$ cat config.mk
export PLATFORM = sky130hd
export DESIGN_NAME = seg7_scan_driver
export DESIGN_NICKNAME = d
export VERILOG_FILES = /design/src/rtl/seg7_pkg.sv /design/src/rtl/seg7_scan_driver_bcd_to_seg7.sv /design/src/rtl/seg7_scan_driver.sv
export SDC_FILE = /design/constraint.sdc
export NUM_CORES = 1
export LEC_CHECK = 0
export CELL_PAD_IN_SITES_DETAIL_PLACEMENT = 1
export CELL_PAD_IN_SITES_GLOBAL_PLACEMENT = 2
export CORE_ASPECT_RATIO = 1.2
export CORE_MARGIN = 2
export CORE_UTILIZATION = 35
export CTS_BUF_LIST = sky130_fd_sc_hd__clkbuf_8
export DETAILED_ROUTE_END_ITERATION = 10
export PLACE_DENSITY = 0.8
export SLEW_MARGIN = 15
export SYNTH_ARGS = -nofsm -noshare
export SYNTH_HDL_FRONTEND = slang
export SYNTH_SLANG_ARGS = --single-unit
$ cat constraint.sdc
create_clock -name clk -period 3 [get_ports clk]
set_clock_uncertainty 0.2 [all_clocks]
set_input_delay 0.3 -clock clk [delete_from_list [all_inputs] [get_ports clk]]
set_output_delay 0.3 -clock clk [all_outputs]
set_load 0.005 [all_outputs]
$ cat src/rtl/seg7_pkg.sv
// Shared constants for the multiplexed 7-segment scan driver.
// Segment order is {A,B,C,D,E,F,G}, A in the MSB.
package seg7_pkg;

    localparam int SEG_W = 7;
    localparam int BCD_W = 4;

    localparam logic [SEG_W-1:0] SEG_0     = 7'b1111110;
    localparam logic [SEG_W-1:0] SEG_1     = 7'b0110000;
    localparam logic [SEG_W-1:0] SEG_2     = 7'b1101101;
    localparam logic [SEG_W-1:0] SEG_3     = 7'b1111001;
    localparam logic [SEG_W-1:0] SEG_4     = 7'b0110011;
    localparam logic [SEG_W-1:0] SEG_5     = 7'b1011011;
    localparam logic [SEG_W-1:0] SEG_6     = 7'b1011111;
    localparam logic [SEG_W-1:0] SEG_7     = 7'b1110000;
    localparam logic [SEG_W-1:0] SEG_8     = 7'b1111111;
    localparam logic [SEG_W-1:0] SEG_9     = 7'b1110011;
    localparam logic [SEG_W-1:0] SEG_BLANK = 7'b0000000;

    // Counter width that stays at least one bit for degenerate sizes.
    function automatic int cnt_width(input int n);
        return (n > 1) ? $clog2(n) : 1;
    endfunction

endpackage

$ cat src/rtl/seg7_scan_driver_bcd_to_seg7.sv
// Combinational BCD digit to active-high 7-segment pattern.
// Non-decimal nibbles render as a dark digit.
module bcd_to_seg7
    import seg7_pkg::*;
(
    input  logic [BCD_W-1:0] bcd,
    output logic [SEG_W-1:0] seg
);

    // Table lookup; anything above 9 stays dark.
    always_comb begin
        seg = SEG_BLANK;
        case (bcd)
            4'd0:    seg = SEG_0;
            4'd1:    seg = SEG_1;
            4'd2:    seg = SEG_2;
            4'd3:    seg = SEG_3;
            4'd4:    seg = SEG_4;
            4'd5:    seg = SEG_5;
            4'd6:    seg = SEG_6;
            4'd7:    seg = SEG_7;
            4'd8:    seg = SEG_8;
            4'd9:    seg = SEG_9;
            default: seg = SEG_BLANK;
        endcase
    end

endmodule

$ cat src/rtl/seg7_scan_driver.sv
// Time-multiplexed N-digit 7-segment driver with leading-zero
// blanking, per-digit blink and selectable output polarity.
module seg7_scan_driver
    import seg7_pkg::*;
#(
    parameter int N_DIGITS       = 4,
    parameter int REFRESH_DIV    = 50000,
    parameter int BLINK_SCANS    = 64,
    parameter int SEG_ACTIVE_LOW = 0,
    parameter int SEL_ACTIVE_LOW = 0
) (
    input  logic                      clk,
    input  logic                      reset,
    input  logic [4*N_DIGITS-1:0]     value,
    input  logic                      load,
    input  logic                      blank_lz,
    input  logic [N_DIGITS-1:0]       blink_mask,
    output logic [6:0]                seg,
    output logic [N_DIGITS-1:0]       digit_sel
);

    localparam int VAL_W = BCD_W * N_DIGITS;
    localparam int PRE_W = cnt_width(REFRESH_DIV);
    localparam int IDX_W = cnt_width(N_DIGITS);
    localparam int BLK_W = cnt_width(BLINK_SCANS);

    localparam logic [PRE_W-1:0] PRE_LAST = PRE_W'(REFRESH_DIV - 1);
    localparam logic [IDX_W-1:0] IDX_LAST = IDX_W'(N_DIGITS - 1);
    localparam logic [BLK_W-1:0] BLK_LAST = BLK_W'(BLINK_SCANS - 1);

    // XOR masks: also the "everything off" pattern after inversion.
    localparam logic [SEG_W-1:0]    SEG_INV =
        (SEG_ACTIVE_LOW != 0) ? '1 : '0;
    localparam logic [N_DIGITS-1:0] SEL_INV =
        (SEL_ACTIVE_LOW != 0) ? '1 : '0;

    logic [VAL_W-1:0]    shadow_q, shadow_d;
    logic [PRE_W-1:0]    pre_q, pre_d;
    logic [IDX_W-1:0]    idx_q, idx_d;
    logic [BLK_W-1:0]    blk_cnt_q, blk_cnt_d;
    logic                blink_phase_q, blink_phase_d;
    logic [SEG_W-1:0]    seg_q, seg_d;
    logic [N_DIGITS-1:0] sel_q, sel_d;

    logic                pre_tc;
    logic                scan_wrap;
    logic [VAL_W-1:0]    shifted;
    logic [BCD_W-1:0]    nibble;
    logic                lz_blank;
    logic                blink_off;
    logic [SEG_W-1:0]    seg_raw;
    logic [SEG_W-1:0]    seg_vis;
    logic [N_DIGITS-1:0] sel_oh;

    // Shadow register holds the displayed word between loads.
    always_comb begin
        shadow_d = shadow_q;
        if (load) begin
            shadow_d = value;
        end
    end

    // Slot prescaler and digit index; a full-scan wrap is flagged.
    always_comb begin
        pre_d     = pre_q + PRE_W'(1);
        idx_d     = idx_q;
        pre_tc    = (pre_q == PRE_LAST);
        scan_wrap = 1'b0;
        if (pre_tc) begin
            pre_d = '0;
            if (idx_q == IDX_LAST) begin
                idx_d     = '0;
                scan_wrap = 1'b1;
            end else begin
                idx_d = idx_q + IDX_W'(1);
            end
        end
    end

    // Blink half-period counted in full scan rounds.
    always_comb begin
        blk_cnt_d     = blk_cnt_q;
        blink_phase_d = blink_phase_q;
        if (scan_wrap) begin
            if (blk_cnt_q == BLK_LAST) begin
                blk_cnt_d     = '0;
                blink_phase_d = ~blink_phase_q;
            end else begin
                blk_cnt_d = blk_cnt_q + BLK_W'(1);
            end
        end
    end

    // Current nibble, plus "this and all higher nibbles are zero".
    always_comb begin
        shifted   = shadow_q >> {idx_q, 2'b00};
        nibble    = shifted[BCD_W-1:0];
        lz_blank  = blank_lz && (idx_q != '0) && (shifted == '0);
        blink_off = blink_phase_q && blink_mask[idx_q];
    end

    bcd_to_seg7 u_dec (
        .bcd (nibble),
        .seg (seg_raw)
    );

    // Blanked digits stay selected so every slot has equal duty.
    always_comb begin
        seg_vis = seg_raw;
        if (lz_blank || blink_off) begin
            seg_vis = SEG_BLANK;
        end
        seg_d = seg_vis ^ SEG_INV;
    end

    // One-hot select decoded from the index, then polarity applied.
    always_comb begin
        sel_oh = '0;
        for (int i = 0; i < N_DIGITS; i++) begin
            sel_oh[i] = (idx_q == IDX_W'(i));
        end
        sel_d = sel_oh ^ SEL_INV;
    end

    // All state; reset drops the scan mid-slot with outputs dark.
    always_ff @(posedge clk) begin
        if (reset) begin
            shadow_q      <= '0;
            pre_q         <= '0;
            idx_q         <= '0;
            blk_cnt_q     <= '0;
            blink_phase_q <= 1'b0;
            seg_q         <= SEG_INV;
            sel_q         <= SEL_INV;
        end else begin
            shadow_q      <= shadow_d;
            pre_q         <= pre_d;
            idx_q         <= idx_d;
            blk_cnt_q     <= blk_cnt_d;
            blink_phase_q <= blink_phase_d;
            seg_q         <= seg_d;
            sel_q         <= sel_d;
        end
    end

    assign seg       = seg_q;
    assign digit_sel = sel_q;

endmodule

==> impl_metrics.toml, run 1 <==
[route]
drt_pass1_iterations = 4
routed_via_density = 4.905
via_count = 1815
ant_nets = 0
drt-wirelength-per-cell_um = 13.65
drtIter0Drc = 39
routed_wl_mm = 5.050
drcViolationCount = 0

[pwr]
pwr-share-comb_pct = 11.3
leakage_nw = 1.145
switching_share_pct = 25.22
powerDensity_nw_per_um2 = 448.7
clkPwrFrac_pct = 32.0
seq_power_share_pct = 56.7
vdd_drop_max_uv = 213.5
p_switching_w = 0.0003262
cell_internal_pwr_w = 0.0009672

[final_layout]
area_growth_pct = 21.33
finalInstanceArea_um2 = 2883
final_nets = 319
layout-drive-gt1-share_pct = 7.719
n_fill_cell = 775
fin_util_pct = 44.44
antenna_cells = 0
layoutNonFillerInstCount = 370

[yosys]
synth_largest_area_cell = "dfxtp_1"
yosysWarnings = 0
synth_compound_area_share_pct = 7.056
synth_seq_cells = 52
synth_most_common_cell = "dfxtp_1"
ys.flop_type = "dfxtp_1"
synth.area.mux_share_pct = 12.69
synthAdderAreaFrac_pct = 5.793
postSynthAreaPerCell_um2 = 9.504
synth-simple-area-share_pct = 20.85
synth_top_area_share_pct = 43.81
synth.area.top_cells = "dfxtp_1 44%, mux2i_1 8.4%, nor2_1 7.6%"
syn-num-nets = 285
synth-async-reset-ratio_pct = 0
syn_inst = 250
synth_top_family_by_area = "simple AND/OR/NAND/NOR gates"
synth.distinct_cells = 38
synthTopCellsByCount = "52 x dfxtp_1, 48 x nor2_1, 20 x mux2i_1, 14 x nand2_1, 13 x xor2_1"
yosysSeqAreaShare_pct = 43.81
syn_area_um2 = 2376
synth_edf_count = 0
yosys.area_share.xor_xnor_pct = 6.266

[sta]
rsz0062_at_grt = "no"
maxSlewViolCount = 0
finalSetupTns_ns = 0
fmax_ghz = 0.4136
worstMarginPinSlew_ns = 0.4872
min_period_ns = 2.418
finalSetupViolCount = 0
relSlewSlack_pct = 67.52
finalCritPeriodShare_pct = 80.59
fin_ws_ns = 0.5823
hold_viol = 0

[floorplanning]
die_h_um = 94.26
die-area_um2 = 7466
start_util_pct = 36.63
io_pins = 35
num_rows = 32
die_w_um = 79.22
core_um2 = 6486

[clock_network]
cts_sinks = 52
cts_tree = "yes"
numCtsBuffers = 5
clk_latency_ns = 0.31
clk_pin_slew_ns = 0.10
cts_root_buf = "clkbuf_8"
ctsHoldBuffers = 0
clockBufferDepth = 2
cts_resized = 0
cts_max_level = 2
post_cts_buffers = 0

[global_routing]
antenna_found_initial = 0
grt_pass1_wl_mm = 8.583
grt_pass1_vias = 1768
grt_max_degree = 22
track_usage_pct = 14.76
gr-total-overflow = 0

[setup_path]
path_class = "register to register"
worst_ep_required_time_ns = 2.99
worstPathArrival_ns = 2.41
r2r_cells = 8
r2r_start = "idx_q[0]"
start_kind = "register"
r2r_slack_ns = 0.58
end_kind = "register"
path_max_fanout = 7
r2r-end = "seg[5]"

[hold_path]
hp-start = "pre_q[0]"
hp-class = "register to register"
hold_path_depth = 1
hold-path-endpoint = "pre_q[0]"

[run_status]
outcome = "completed"

[placement]
place_area_um2 = 2791
portBuffers = 34
preCtsSetupSlack_ns = 0.5544
dpl.cell_count = 362
place_hpwl_mm = 3.735
gp_congestion = 0.8148

[run]
max_cap_violations = 0
[placed cells by master, fill, tap and decap left out, drive strengths merged, types with 2 or more instances in the layout]
master,synthesis,routed
mux2i,20,20
o21ai,7,7
nor2b,5,5
nor4,2,2
a22oi,2,2
and3,8,8
a21oi,11,11
dfxtp,52,52
nand3,8,8
clkdlybuf4s50,0,34
mux4,4,4
or3,2,2
clkinv,0,2
o22ai,2,2
a31oi,2,2
xor2,13,13
buf,6,4
and4bb,2,2
ha,11,11
inv,6,7
nor2,48,48
xnor2,4,4
clkbuf,5,5
or4,4,4
and4,2,2
nand2,14,14
[power by group through the flow]
stage | Clock (W) | Sequential, W | Combinational, W
after floorplan | 0 | 0.000745 | 0.0000793
after global placement | 0 | 0.000750 | 0.000146
after detailed placement | 0 | 0.000750 | 0.000147
after CTS | 0.000434 | 0.000734 | 0.000148
after global routing | 0.000464 | 0.000738 | 0.000164
final | 0.000414 | 0.000734 | 0.000146
[routing by layer]
| metal | track usage, % | vias to the layer above | part of all wire [%] |
|---|---|---|---|
| met5 | 0 | - | 0 |
| met4 | 5.603 | 0 | 1.7 |
| met3 | 2.596 | 6 | 3.0 |
| met2 | 23.73 | 29 | 45 |
| met1 | 19.65 | 851 | 50 |
| li1 | - | 929 | - |
[through the flow]
step / hold slack, ns / power [W]
final: 0.2730 / 0.001293
after global placement: 0.2466 / 0.0008960
after floorplan: 0.2262 / 0.0008243
after CTS: 0.2800 / 0.001317
after global routing: 0.2961 / 0.001365
after detailed placement: 0.2557 / 0.0008977
[worst max-delay path, cell delays in order (launching register included)]
cell and delay (ns):
dfxtp_1 0.40, mux4_2 0.61, inv_1 0.13, ha_1 0.22, nand2_1 0.07, nor4_1 0.14, o21ai_0 0.14, o21ai_2 0.29
a211oi_1 0.09
[layout make-up]
cell class                      instances  area, um2  area share (%)
Timing Repair Buffer                   38      370.4           12.85
Sequential cell                        52       1041           36.11
Clock buffer                            5      68.82           2.387
Clock inverter                          3      22.52          0.7813
Multi-Input combinational cell        181       1251           43.40
Inverter                                6      22.52          0.7813
Tap cell                               85      106.4           3.689
[state kept, by name, indices dropped and copies added, names as in the netlist]
signal         cells
blink_phase_q      1
digit_sel          4
seg                7
idx_q              2
shadow_q          16
blk_cnt_q          6
pre_q             16
[cells by family (layout without fill, tap and decap cells)]
kind of cell / Yosys count / in the layout
DFF: 52 / 52
AOI/OAI and AO/OA: 28 / 28
muxes: 25 / 25
xor gates and xnor gates: 17 / 17
and+or+nand+nor: 100 / 100
buffers and inverters: 17 / 52
adders and majority gates: 11 / 11
[worst max path at each step]
stage	from	to	cells past startpoint
floorplan	idx_q[0]	seg[0]	9
global placement	idx_q[0]	seg[6]	8
detailed placement	idx_q[0]	seg[5]	8
CTS	idx_q[0]	seg[5]	8
global route	idx_q[0]	seg[5]	8
finish	idx_q[0]	seg[5]	8
Note: power is estimated with default switching activity, not from simulation.
==> inputs of run 2 (changes only) <==
--- a/config.mk
+++ b/config.mk
@@ -9,10 +9,10 @@
 export CELL_PAD_IN_SITES_GLOBAL_PLACEMENT = 2
 export CORE_ASPECT_RATIO = 1.2
 export CORE_MARGIN = 2
-export CORE_UTILIZATION = 35
+export CORE_UTILIZATION = 31
 export CTS_BUF_LIST = sky130_fd_sc_hd__clkbuf_8
 export DETAILED_ROUTE_END_ITERATION = 10
-export PLACE_DENSITY = 0.8
+export PLACE_DENSITY = 0.75
 export SLEW_MARGIN = 15
 export SYNTH_ARGS = -nofsm -noshare
 export SYNTH_HDL_FRONTEND = slang
==> constraint.sdc (replaced) <==
create_clock -name clk -period 2 [get_ports clk]
set_clock_uncertainty 0.2 [all_clocks]
set_input_delay 0.2 -clock clk [delete_from_list [all_inputs] [get_ports clk]]
set_output_delay 0.2 -clock clk [all_outputs]
set_load 0.005 [all_outputs]
==> run 2 against run 1 <==
  * The flow now finishes with violations (negative setup slack)
  * Sequential cell count is the same
  * Worst setup slack lost 0.70 ns
  * Utilization shrank 1.9 points
  * Worst hold slack gained 0.018 ns
  * Combinational power grew 83%
  * Cell count grew 8.1%
  * Design area grew 8.7%
  * Total power grew 62%
  * Clock-buffer cell count is the same
  * Via count grew 6.4%
  * Global-route usage shrank 0.49 points
  * Critical endpoint unchanged
==> impl_metrics.toml, run 2 (synthesis results as in run 1) <==
[global_routing]
track_usage_pct = 14.26
grt_max_degree = 21
grt_pass1_wl_mm = 9.591
grt_pass1_vias = 1980
gr-total-overflow = 0
antenna_found_initial = 0

[floorplanning]
die_w_um = 83.92
die-area_um2 = 8384
num_rows = 34
core_um2 = 7360
start_util_pct = 32.28
io_pins = 35
die_h_um = 99.91

[setup_path]
end_kind = "register"
path_class = "register to register"
worstPathArrival_ns = 2.11
path_max_fanout = 7
worst_ep_required_time_ns = 1.99
start_kind = "register"

[final_layout]
n_fill_cell = 855
multi_input_area_um2 = 1272
fin_util_pct = 42.59
layout_common_cells = "51 x dfxtp_1, 48 x nor2_1, 34 x clkdlybuf4s50_1, 28 x buf_4, 20 x mux2i_1"
final_common_cell = "dfxtp_1"
finalInstanceArea_um2 = 3134
final_nets = 344
layoutNonFillerInstCount = 400
layout-drive-gt1-share_pct = 17.10
seqCellArea_um2 = 1045
antenna_cells = 0
area_growth_pct = 31.91

[sta]
fin_ws_ns = -0.1129
worstMarginPinSlew_ns = 0.3434
relSlewSlack_pct = 76.90
hold-worst-slack_ns = 0.2912
rsz0062_at_grt = "yes"
finalSetupViolCount = 7
min_period_ns = 2.113
fmax_ghz = 0.4733
maxSlewViolCount = 0
hold_viol = 0
finalCritPeriodShare_pct = 105.6

[placement]
place_area_um2 = 2984
portBuffers = 34
dpl.cell_count = 388
place_hpwl_mm = 4.110
gp_congestion = 0.8159

[clock_network]
clockBufferDepth = 2
cts_sinks = 52
ctsHoldBuffers = 0
numCtsBuffers = 5
clk_latency_ns = 0.32
cts_tree = "yes"
clk_pin_slew_ns = 0.11
cts_root_buf = "clkbuf_8"
cts_max_level = 2

[route]
drt-wirelength-per-cell_um = 13.66
ant_nets = 0
routed_via_density = 4.828
wl_met3_um = 183
drtIter0Drc = 55
drcViolationCount = 0
dr_wl_met2_mm = 2.634
via_count = 1931
top_layer_used = "met4"
wl_met1_mm = 2.566
drt_pass1_iterations = 4
routed_wl_mm = 5.464

[run]
max_cap_violations = 0

[pwr]
powerDensity_nw_per_um2 = 670.5
p_switching_w = 0.0004994
seq_power_share_pct = 52.1
cell_internal_pwr_w = 0.001602
clkPwrFrac_pct = 35.2
pwr-share-comb_pct = 12.7
vdd_drop_max_uv = 331.6
leakage_nw = 1.285
switching_share_pct = 23.77

[hold_path]
hp-class = "primary input to register"

[run_status]
violations = "negative setup slack"
outcome = "complete, but fails checks"
-- run 2: cell count changes in the layout (fill, tap and decap cells not counted), sizes merged --
cell	delta
bufinv	+1
buf	+25
inv	-1
clkinv	-1
clkinvlp	+1
-- run 2: path summary, 6_finish.rpt --
path	startpoint	end	slack (ns)	cells after the start
worst min-delay path	value[15]	shadow_q[15]	0.29	3
worst min register to register	pre_q[14]	pre_q[14]	0.31	2
worst max-delay path	idx_q[0]	seg[5]	-0.11	8
worst max register to register	idx_q[0]	seg[5]	-0.11	8
-- run 2: layout make-up --
| class | count | area share, % |
|---|---|---|
| Sequential cell | 52 | 33.33 |
| Clock buffer | 5 | 2.196 |
| Clock inverter | 3 | 1.357 |
| Timing Repair Buffer | 63 | 18.20 |
| Inverter | 6 | 0.7186 |
| Multi-Input combinational cell | 181 | 40.60 |
| Tap cell | 90 | 3.593 |
-- run 2: stage by stage --
stage	power, W	TNS, ns	setup slack, ns
floorplan	0.001239	-1.199	-0.1716
global route	0.002207	-1.476	-0.2262
finish	0.002101	-0.6612	-0.1129
detailed placement	0.001380	-1.019	-0.1616
CTS	0.002135	-0.9952	-0.1629
global placement	0.001374	-0.6107	-0.08819
-- run 2: power by group through the flow --
stage / Sequential (W) / Combinational (W) / Clock [W]
2_1_floorplan: 0.00112 / 0.000123 / 0
5_1_grt: 0.00110 / 0.000297 / 0.000809
3_5_place_dp: 0.00112 / 0.000260 / 0
4_1_cts: 0.00110 / 0.000267 / 0.000772
3_3_place_gp: 0.00112 / 0.000256 / 0
6_report: 0.00109 / 0.000267 / 0.000739
-- run 2: worst max-delay path, cell delays in order, from the launching register on --
cell,delay [ns]
dfxtp_4,0.38
mux4_2,0.52
inv_2,0.10
ha_4,0.14
nand2_2,0.04
nor4_2,0.12
o21ai_1,0.11
o21ai_2,0.29
a211oi_1,0.08
-- run 2: what timing repair did --
action                     in CTS  in global routing
gates resized for setup         1                  2
buffers inserted                3                  1
setup endpoints to repair       7                  7
pin swaps                       2                  6
-- run 2: routing by layer --
layer  up-vias  GRT usage [%]
li1        975              -
met1       922          17.98
met2        28          24.12
met3         6          3.289
met4         0          4.839
met5         -              0
